<file path="src/rtl/fpu_pkg.sv">
// rtl/fpu_pkg.sv - shared FPU opcodes, error codes and sequencer state encoding
package fpu_pkg;

  localparam int OPW_DEF  = 2;
  localparam int ERRW_DEF = 3;

  localparam logic [1:0] OP_ADD = 2'd0;
  localparam logic [1:0] OP_SUB = 2'd1;
  localparam logic [1:0] OP_MUL = 2'd2;
  localparam logic [1:0] OP_DIV = 2'd3;

  localparam logic [2:0] ERR_NONE     = 3'b000;
  localparam logic [2:0] ERR_INVALID  = 3'b001;
  localparam logic [2:0] ERR_OVERFLOW = 3'b010;
  localparam logic [2:0] ERR_DIVZERO  = 3'b100;

  typedef enum logic [1:0] {
    ST_IDLE  = 2'd0,
    ST_CLR   = 2'd1,
    ST_WAIT  = 2'd2,
    ST_STORE = 2'd3
  } seq_state_e;

endpackage

</file>
<file path="src/rtl/sync_fifo.sv">
// rtl/sync_fifo.sv - valid/ready synchronous FIFO with synchronous flush
// Head data reads as zero while empty so downstream outputs stay clean.
module sync_fifo #(
  parameter int W     = 8,
  parameter int DEPTH = 8
) (
  input  logic         clk,
  input  logic         rst_n,
  input  logic         flush_i,
  input  logic         push_valid_i,
  output logic         push_ready_o,
  input  logic [W-1:0] push_data_i,
  output logic         pop_valid_o,
  input  logic         pop_ready_i,
  output logic [W-1:0] pop_data_o
);

  localparam int AW = $clog2(DEPTH);

  logic [AW:0]  wr_q, wr_d, rd_q, rd_d;
  logic [W-1:0] mem_q [DEPTH];
  logic         full, empty, do_push, do_pop;

  // Extra pointer bit distinguishes full from empty when the indices match.
  assign empty   = (wr_q == rd_q);
  assign full    = (wr_q[AW] != rd_q[AW]) && (wr_q[AW-1:0] == rd_q[AW-1:0]);
  assign do_push = push_valid_i && !full && !flush_i;
  assign do_pop  = pop_ready_i && !empty && !flush_i;

  assign push_ready_o = !full;
  assign pop_valid_o  = !empty;
  assign pop_data_o   = empty ? '0 : mem_q[rd_q[AW-1:0]];

  always_comb begin
    wr_d = wr_q;
    rd_d = rd_q;
    if (flush_i) begin
      wr_d = '0;
      rd_d = '0;
    end else begin
      if (do_push) wr_d = wr_q + 1'b1;
      if (do_pop)  rd_d = rd_q + 1'b1;
    end
  end

  always_ff @(posedge clk or negedge rst_n) begin
    if (!rst_n) begin
      wr_q <= '0;
      rd_q <= '0;
    end else begin
      wr_q <= wr_d;
      rd_q <= rd_d;
    end
  end

  always_ff @(posedge clk) begin
    if (do_push) mem_q[wr_q[AW-1:0]] <= push_data_i;
  end

endmodule

</file>
<file path="src/rtl/fpu_job_sequencer.sv">
// rtl/fpu_job_sequencer.sv - queues FP jobs, drives one engine via clr/start/done, queues results
// A result slot is reserved at dispatch, so the result FIFO can never overflow.
module fpu_job_sequencer
  import fpu_pkg::*;
#(
  parameter int WIDTH   = 32,
  parameter int OPW     = OPW_DEF,
  parameter int ERRW    = ERRW_DEF,
  parameter int DEPTH   = 8,
  parameter int TIMEOUT = 255,
  parameter int CNTW    = 16
) (
  input  logic             clk,
  input  logic             rst,
  input  logic             flush,
  input  logic             in_valid,
  output logic             in_ready,
  input  logic [OPW-1:0]   in_opcode,
  input  logic [WIDTH-1:0] in_a,
  input  logic [WIDTH-1:0] in_b,
  output logic             out_valid,
  input  logic             out_ready,
  output logic [WIDTH-1:0] out_z,
  output logic [ERRW-1:0]  out_error,
  output logic             out_tmo,
  output logic             fpu_clr,
  output logic             fpu_start,
  output logic [OPW-1:0]   fpu_opcode,
  output logic [WIDTH-1:0] fpu_a,
  output logic [WIDTH-1:0] fpu_b,
  input  logic [WIDTH-1:0] fpu_z,
  input  logic [ERRW-1:0]  fpu_error,
  input  logic             fpu_done,
  output logic             busy,
  output logic [CNTW-1:0]  ops_cnt,
  output logic [CNTW-1:0]  err_cnt
);

  localparam int JW  = OPW + 2 * WIDTH;
  localparam int RW  = WIDTH + ERRW + 1;
  localparam int TCW = $clog2(TIMEOUT + 1);
  localparam logic [TCW-1:0] TMO_LAST = TCW'(TIMEOUT - 1);

  seq_state_e       state_q, state_d;
  logic             alive_q;
  logic [OPW-1:0]   op_q, op_d;
  logic [WIDTH-1:0] a_q, a_d, b_q, b_d, z_q, z_d;
  logic [ERRW-1:0]  err_q, err_d;
  logic             tmo_q, tmo_d;
  logic [TCW-1:0]   tcnt_q, tcnt_d;
  logic [CNTW-1:0]  ops_q, ops_d, errc_q, errc_d;

  logic          job_ready, job_valid, job_pop, res_slot, res_push;
  logic [JW-1:0] job_data;

  // in_ready stays low for the first cycle after reset release.
  assign in_ready = job_ready && alive_q && !flush;

  sync_fifo #(.W(JW), .DEPTH(DEPTH)) u_job_fifo (
    .clk          (clk),
    .rst_n        (rst),
    .flush_i      (flush),
    .push_valid_i (in_valid && in_ready),
    .push_ready_o (job_ready),
    .push_data_i  ({in_opcode, in_a, in_b}),
    .pop_valid_o  (job_valid),
    .pop_ready_i  (job_pop),
    .pop_data_o   (job_data)
  );

  sync_fifo #(.W(RW), .DEPTH(DEPTH)) u_res_fifo (
    .clk          (clk),
    .rst_n        (rst),
    .flush_i      (flush),
    .push_valid_i (res_push),
    .push_ready_o (res_slot),
    .push_data_i  ({z_q, err_q, tmo_q}),
    .pop_valid_o  (out_valid),
    .pop_ready_i  (out_ready),
    .pop_data_o   ({out_z, out_error, out_tmo})
  );

  always_comb begin
    state_d   = state_q;
    op_d      = op_q;
    a_d       = a_q;
    b_d       = b_q;
    z_d       = z_q;
    err_d     = err_q;
    tmo_d     = tmo_q;
    tcnt_d    = tcnt_q;
    ops_d     = ops_q;
    errc_d    = errc_q;
    job_pop   = 1'b0;
    res_push  = 1'b0;
    fpu_clr   = 1'b0;
    fpu_start = 1'b0;
    if (flush) begin
      // Abort: clear the engine only if an op was actually in flight.
      state_d = ST_IDLE;
      fpu_clr = (state_q != ST_IDLE);
    end else begin
      case (state_q)
        ST_IDLE: begin
          if (job_valid && res_slot) begin
            job_pop            = 1'b1;
            {op_d, a_d, b_d}   = job_data;
            state_d            = ST_CLR;
          end
        end
        ST_CLR: begin
          fpu_clr = 1'b1;
          tcnt_d  = '0;
          state_d = ST_WAIT;
        end
        ST_WAIT: begin
          fpu_start = 1'b1;
          if (fpu_done) begin
            z_d     = fpu_z;
            err_d   = fpu_error;
            tmo_d   = 1'b0;
            state_d = ST_STORE;
          end else if (tcnt_q == TMO_LAST) begin
            z_d     = '0;
            err_d   = '0;
            tmo_d   = 1'b1;
            state_d = ST_STORE;
          end else begin
            tcnt_d = tcnt_q + 1'b1;
          end
        end
        ST_STORE: begin
          res_push = 1'b1;
          ops_d    = (ops_q == {CNTW{1'b1}}) ? ops_q : ops_q + 1'b1;
          if ((err_q != '0) || tmo_q)
            errc_d = (errc_q == {CNTW{1'b1}}) ? errc_q : errc_q + 1'b1;
          state_d = ST_IDLE;
        end
        default: state_d = ST_IDLE;
      endcase
    end
  end

  always_ff @(posedge clk or negedge rst) begin
    if (!rst) begin
      state_q <= ST_IDLE;
      alive_q <= 1'b0;
      op_q    <= '0;
      a_q     <= '0;
      b_q     <= '0;
      z_q     <= '0;
      err_q   <= '0;
      tmo_q   <= 1'b0;
      tcnt_q  <= '0;
      ops_q   <= '0;
      errc_q  <= '0;
    end else begin
      state_q <= state_d;
      alive_q <= 1'b1;
      op_q    <= op_d;
      a_q     <= a_d;
      b_q     <= b_d;
      z_q     <= z_d;
      err_q   <= err_d;
      tmo_q   <= tmo_d;
      tcnt_q  <= tcnt_d;
      ops_q   <= ops_d;
      errc_q  <= errc_d;
    end
  end

  assign fpu_opcode = op_q;
  assign fpu_a      = a_q;
  assign fpu_b      = b_q;
  assign busy       = (state_q != ST_IDLE);
  assign ops_cnt    = ops_q;
  assign err_cnt    = errc_q;

endmodule

</file>
<file path="config.mk">
export PLATFORM = sky130hd
export DESIGN_NAME = fpu_job_sequencer
export DESIGN_NICKNAME = d
export VERILOG_FILES = /design/src/rtl/fpu_pkg.sv /design/src/rtl/sync_fifo.sv /design/src/rtl/fpu_job_sequencer.sv
export SDC_FILE = /design/constraint.sdc
export NUM_CORES = 1
export LEC_CHECK = 0
export ABC_AREA = 1
export CAP_MARGIN = 0
export CORE_MARGIN = 3
export CORE_UTILIZATION = 48
export CTS_CLUSTER_SIZE = 40
export DETAILED_ROUTE_END_ITERATION = 12
export GPL_ROUTABILITY_DRIVEN = 0
export PLACE_DENSITY = 0.68
export SLEW_MARGIN = 20
export SYNTH_ARGS = -nofsm -noshare
export SYNTH_HDL_FRONTEND = slang
export SYNTH_SLANG_ARGS = --single-unit
</file>
<file path="constraint.sdc">
create_clock -name clk -period 7.2 [get_ports clk]
set_input_delay 1.08 -clock clk [delete_from_list [all_inputs] [get_ports clk]]
set_output_delay 1.08 -clock clk [all_outputs]
set_load 0.01 [all_outputs]
</file>
==> out/qor.csv <==
stage;metric;value;unit
yosys;Post-Synth XOR/XNOR Area;0.00858;
yosys;main combinational cell family by area after synthesis;simple AND/OR/NAND/NOR gates;
timing;unrepaired setup endpoints after global routing;false;
yosys;Commonest cells post-synth;edfxtp_1 (816), nand2_1 (569), nor2_1 (404), o21ai_0 (369), nand3_1 (343);
power_and_ir_drop;Leak Pwr;0.0165;µW
floorplanning;# IOs;246;
routing;routed len/inst;19.4;µm
timing;Slew HR;0.286;
clock_network;Num Clock Sinks;977;
setup_path;Critical Path Most Common Cell;buf_4;
grt;vias in the first global route;24200;
timing;Clock Skew;56.3;ps
timing;fmax;0.195;GHz
floorplanning;core area;0.0795;mm²
routing;Vias/cell;5.42;
place;placed cells;4390;
yosys;post-synthesis simple-gate area fraction;0.144;
floorplanning;Die ar.;0.0843;mm²
yosys;Async S/R FF share, synth;0.165;
yosys;top_reg_cell synth;edfxtp_1;
hold_path;Hold WC Path Type;input port to asynchronous set/reset pin;
yosys;Syn. warnings;0;
timing;Worst-Margin Slew;1070;ps
routing;Initial DRT Pass Iterations;5;
setup_path;critical path type;register to output port;
setup_path;stages on the worst setup path;7;
power_and_ir_drop;PwrDens;362;mW/mm²
setup_path;CP max stage cell;buf_4;
clock_network;Num CTS Buffers;101;
layout;Post-Layout Cell Count;4579;
clock_network;clock slew at reported path FFs;60;ps
power_and_ir_drop;Peak VDD IR;0.000307;V
setup_path;CP startpoint kind;register;
yosys;synthesized instance count;3243;
layout;Post-layout nets;3562;
setup_path;WP data required;6120;ps
yosys;area leader, netlist;edfxtp_1;
yosys;Compound-Gate Fraction of Synth Area;0.0730;
grt;largest net degree at the start of global routing;229;
routing;Post-route DRC;0;
layout;Layout Utilization;0.571;
timing;period utilization;0.713;
yosys;syn nets;3362;
place;# port buffers;245;
grt;GRT overflow;0;
yosys;FF+latch count, synth;977;
yosys;post-synth top area share;0.632;
timing;minimum clock period;5130;ps
timing;fin. max-slew vios;0;
yosys;syn_area_per_cell;12.0;µm²
timing;setup tns final;0;ps
layout;Synth-to-Final Area Change;17.1;%
clock_network;post_cts resized;0;
setup_path;Worst Path Max Fanout;98;
setup_path;critical path endpoint category;output port;
setup_path;critical-path cell list;buf_4 -> xnor2_1 -> nand3_1 -> buf_4 -> o21ai_0 -> nor2_1 -> clkdlybuf4s50_1;
grt;initial antenna violation count;6;
place;DP Wirelength;48100;µm
yosys;Post-synth EDFFs;816;
floorplanning;height of the die;290;µm
yosys;Post-Synth Adder-Cell Area;0.00387;
flow_run;Max-Cap Viols;0;
routing;vias;24800;
timing;Final setup viols;0;
setup_path;CP top delay family;buffers and inverters;
setup_path;CP Buf/Inv Count;3;
grt;first-pass GRT wire length;138000;µm
setup_path;Worst Reg2Reg Path Length in Cells;12;
clock_network;clock latency at the later pin of the worst-skew pair;660;ps
clock_network;CTS tree;done;
clock_network;H-Tree Depth;3;
clock_network;Clock Tree Root;clkbuf_16;
layout;share of cells above drive strength 1;0.0649;
routing;final antenna-violating net count;0;
timing;count of final hold-check violations;0;
yosys;most frequent cell after synthesis;edfxtp_1;
setup_path;Arrival @ worst endpoint;4050;ps
yosys;Netlist cell types;31;
grt;Total GRT Usage;0.208;
yosys;sequential fraction of the synthesis area;0.735;
clock_network;CTS max path bufs;3;
routing;Iteration-0 DRC Markers;2039;
clock_network;setup repair bufs after CTS;0;
routing;final wirelength;89100;µm
floorplanning;FP Rows;103;
yosys;dominant cells by area after synthesis;edfxtp_1 (63%), dfrtp_1 (10%), nand2_1 (5.5%), o21ai_0 (4.8%), nand3_1 (4.4%);
floorplanning;Die X;290;µm
yosys;synthesized cell area;0.0388;mm²
status;outcome;finished clean;
floorplanning;Initial Util;0.488;
clock_network;hold_buf cts;0;
yosys;mux share of post-synthesis cell area;0;
setup_path;slowest stage delay, CP;820;ps
cells in the final DEF, fill, tap and decap left out, drive strengths merged, types with 72 or more instances in the layout:
master	synthesis	layout
edfxtp	816	816
nand2	571	571
nor2	405	405
o21ai	404	404
nand3	345	345
clkdlybuf4s50	0	243
dfrtp	161	161
inv	132	135
clkbuf	94	132
o22ai	72	72
worst register-to-register path: cells and delay by family (launching register included):
| family | cells | cell delay (ps) |
|---|---|---|
| buffers and inverters | 4 | 2060 |
| DFF | 1 | 410 |
| and+or+nand+nor | 8 | 1530 |
kinds of logic after synthesis:
kind of cell	count (synthesis)
other	1
flip-flops	977
AO/OA/AOI/OAI	547
XOR/XNOR	38
AND/OR/NAND/NOR	1348
adder cells (fa/ha/maj)	12
buffers and inverters	320
layout make-up:
type	count	area (µm²)
fill	6379	34100
sequential	977	28500
multi-input combinational	1946	9020
timing repair buffer	285	2770
clock buffer	131	2720
tap	1050	1310
clock inverter	57	553
inverter	132	502
antenna	1	2.50
path summary, 6_finish.rpt:
check	from	slack, ps	to
max	u_res_fifo.rd_q[0]	2070	out_z[25]
min	rst	410	err_cnt[4]
max reg2reg	u_job_fifo.rd_q[0]	2800	u_job_fifo.mem_q[2][43]
min reg2reg	fpu_b[9]	480	fpu_b[9]
max in group asynchronous	rst	5500	u_job_fifo.rd_q[1]
min in group clk	fpu_b[9]	480	fpu_b[9]
stage by stage:
stage          power [µW]  area, µm²  hold WS, ps  setup slack, ps
2_1_floorplan        9730      38800          449              495
6_report            16400      45400          412             2070
3_5_place_dp        11500      42100          472             2660
4_1_cts             16600      45400          406             2080
3_3_place_gp        11400      42100          466             2790
5_1_grt             17300      45400          430             1820
flip-flops by register name, summed over array words and instances, names as in the netlist, 2 cells and up:
| name | cells |
|---|---|
| fpu_a | 32 |
| z_q | 32 |
| fpu_b | 32 |
| state_q | 2 |
| u_job_fifo.mem_q | 528 |
| u_job_fifo.wr_q | 4 |
| tcnt_q | 8 |
| u_res_fifo.rd_q | 4 |
| err_cnt | 16 |
| err_q | 3 |
| u_job_fifo.rd_q | 4 |
| u_res_fifo.wr_q | 4 |
| fpu_opcode | 2 |
| u_res_fifo.mem_q | 288 |
| ops_cnt | 16 |
report_power, final:
part           total [µW]  switching (µW)  leakage, µW  internal [µW]
Combinational        4210            2650      0.00547           1550
Clock                5060            2130      0.00161           2930
Sequential           7180             455      0.00943           6720
metal layers:
metal	wire (µm)	track usage	up-vias
met3	5920	0.0346	160
li1	-	-	11800
met5	51	0	-
met4	2140	0.0611	8
met1	36800	0.275	12100
met2	44100	0.355	787
Note: power is estimated with default switching activity, not from simulation.
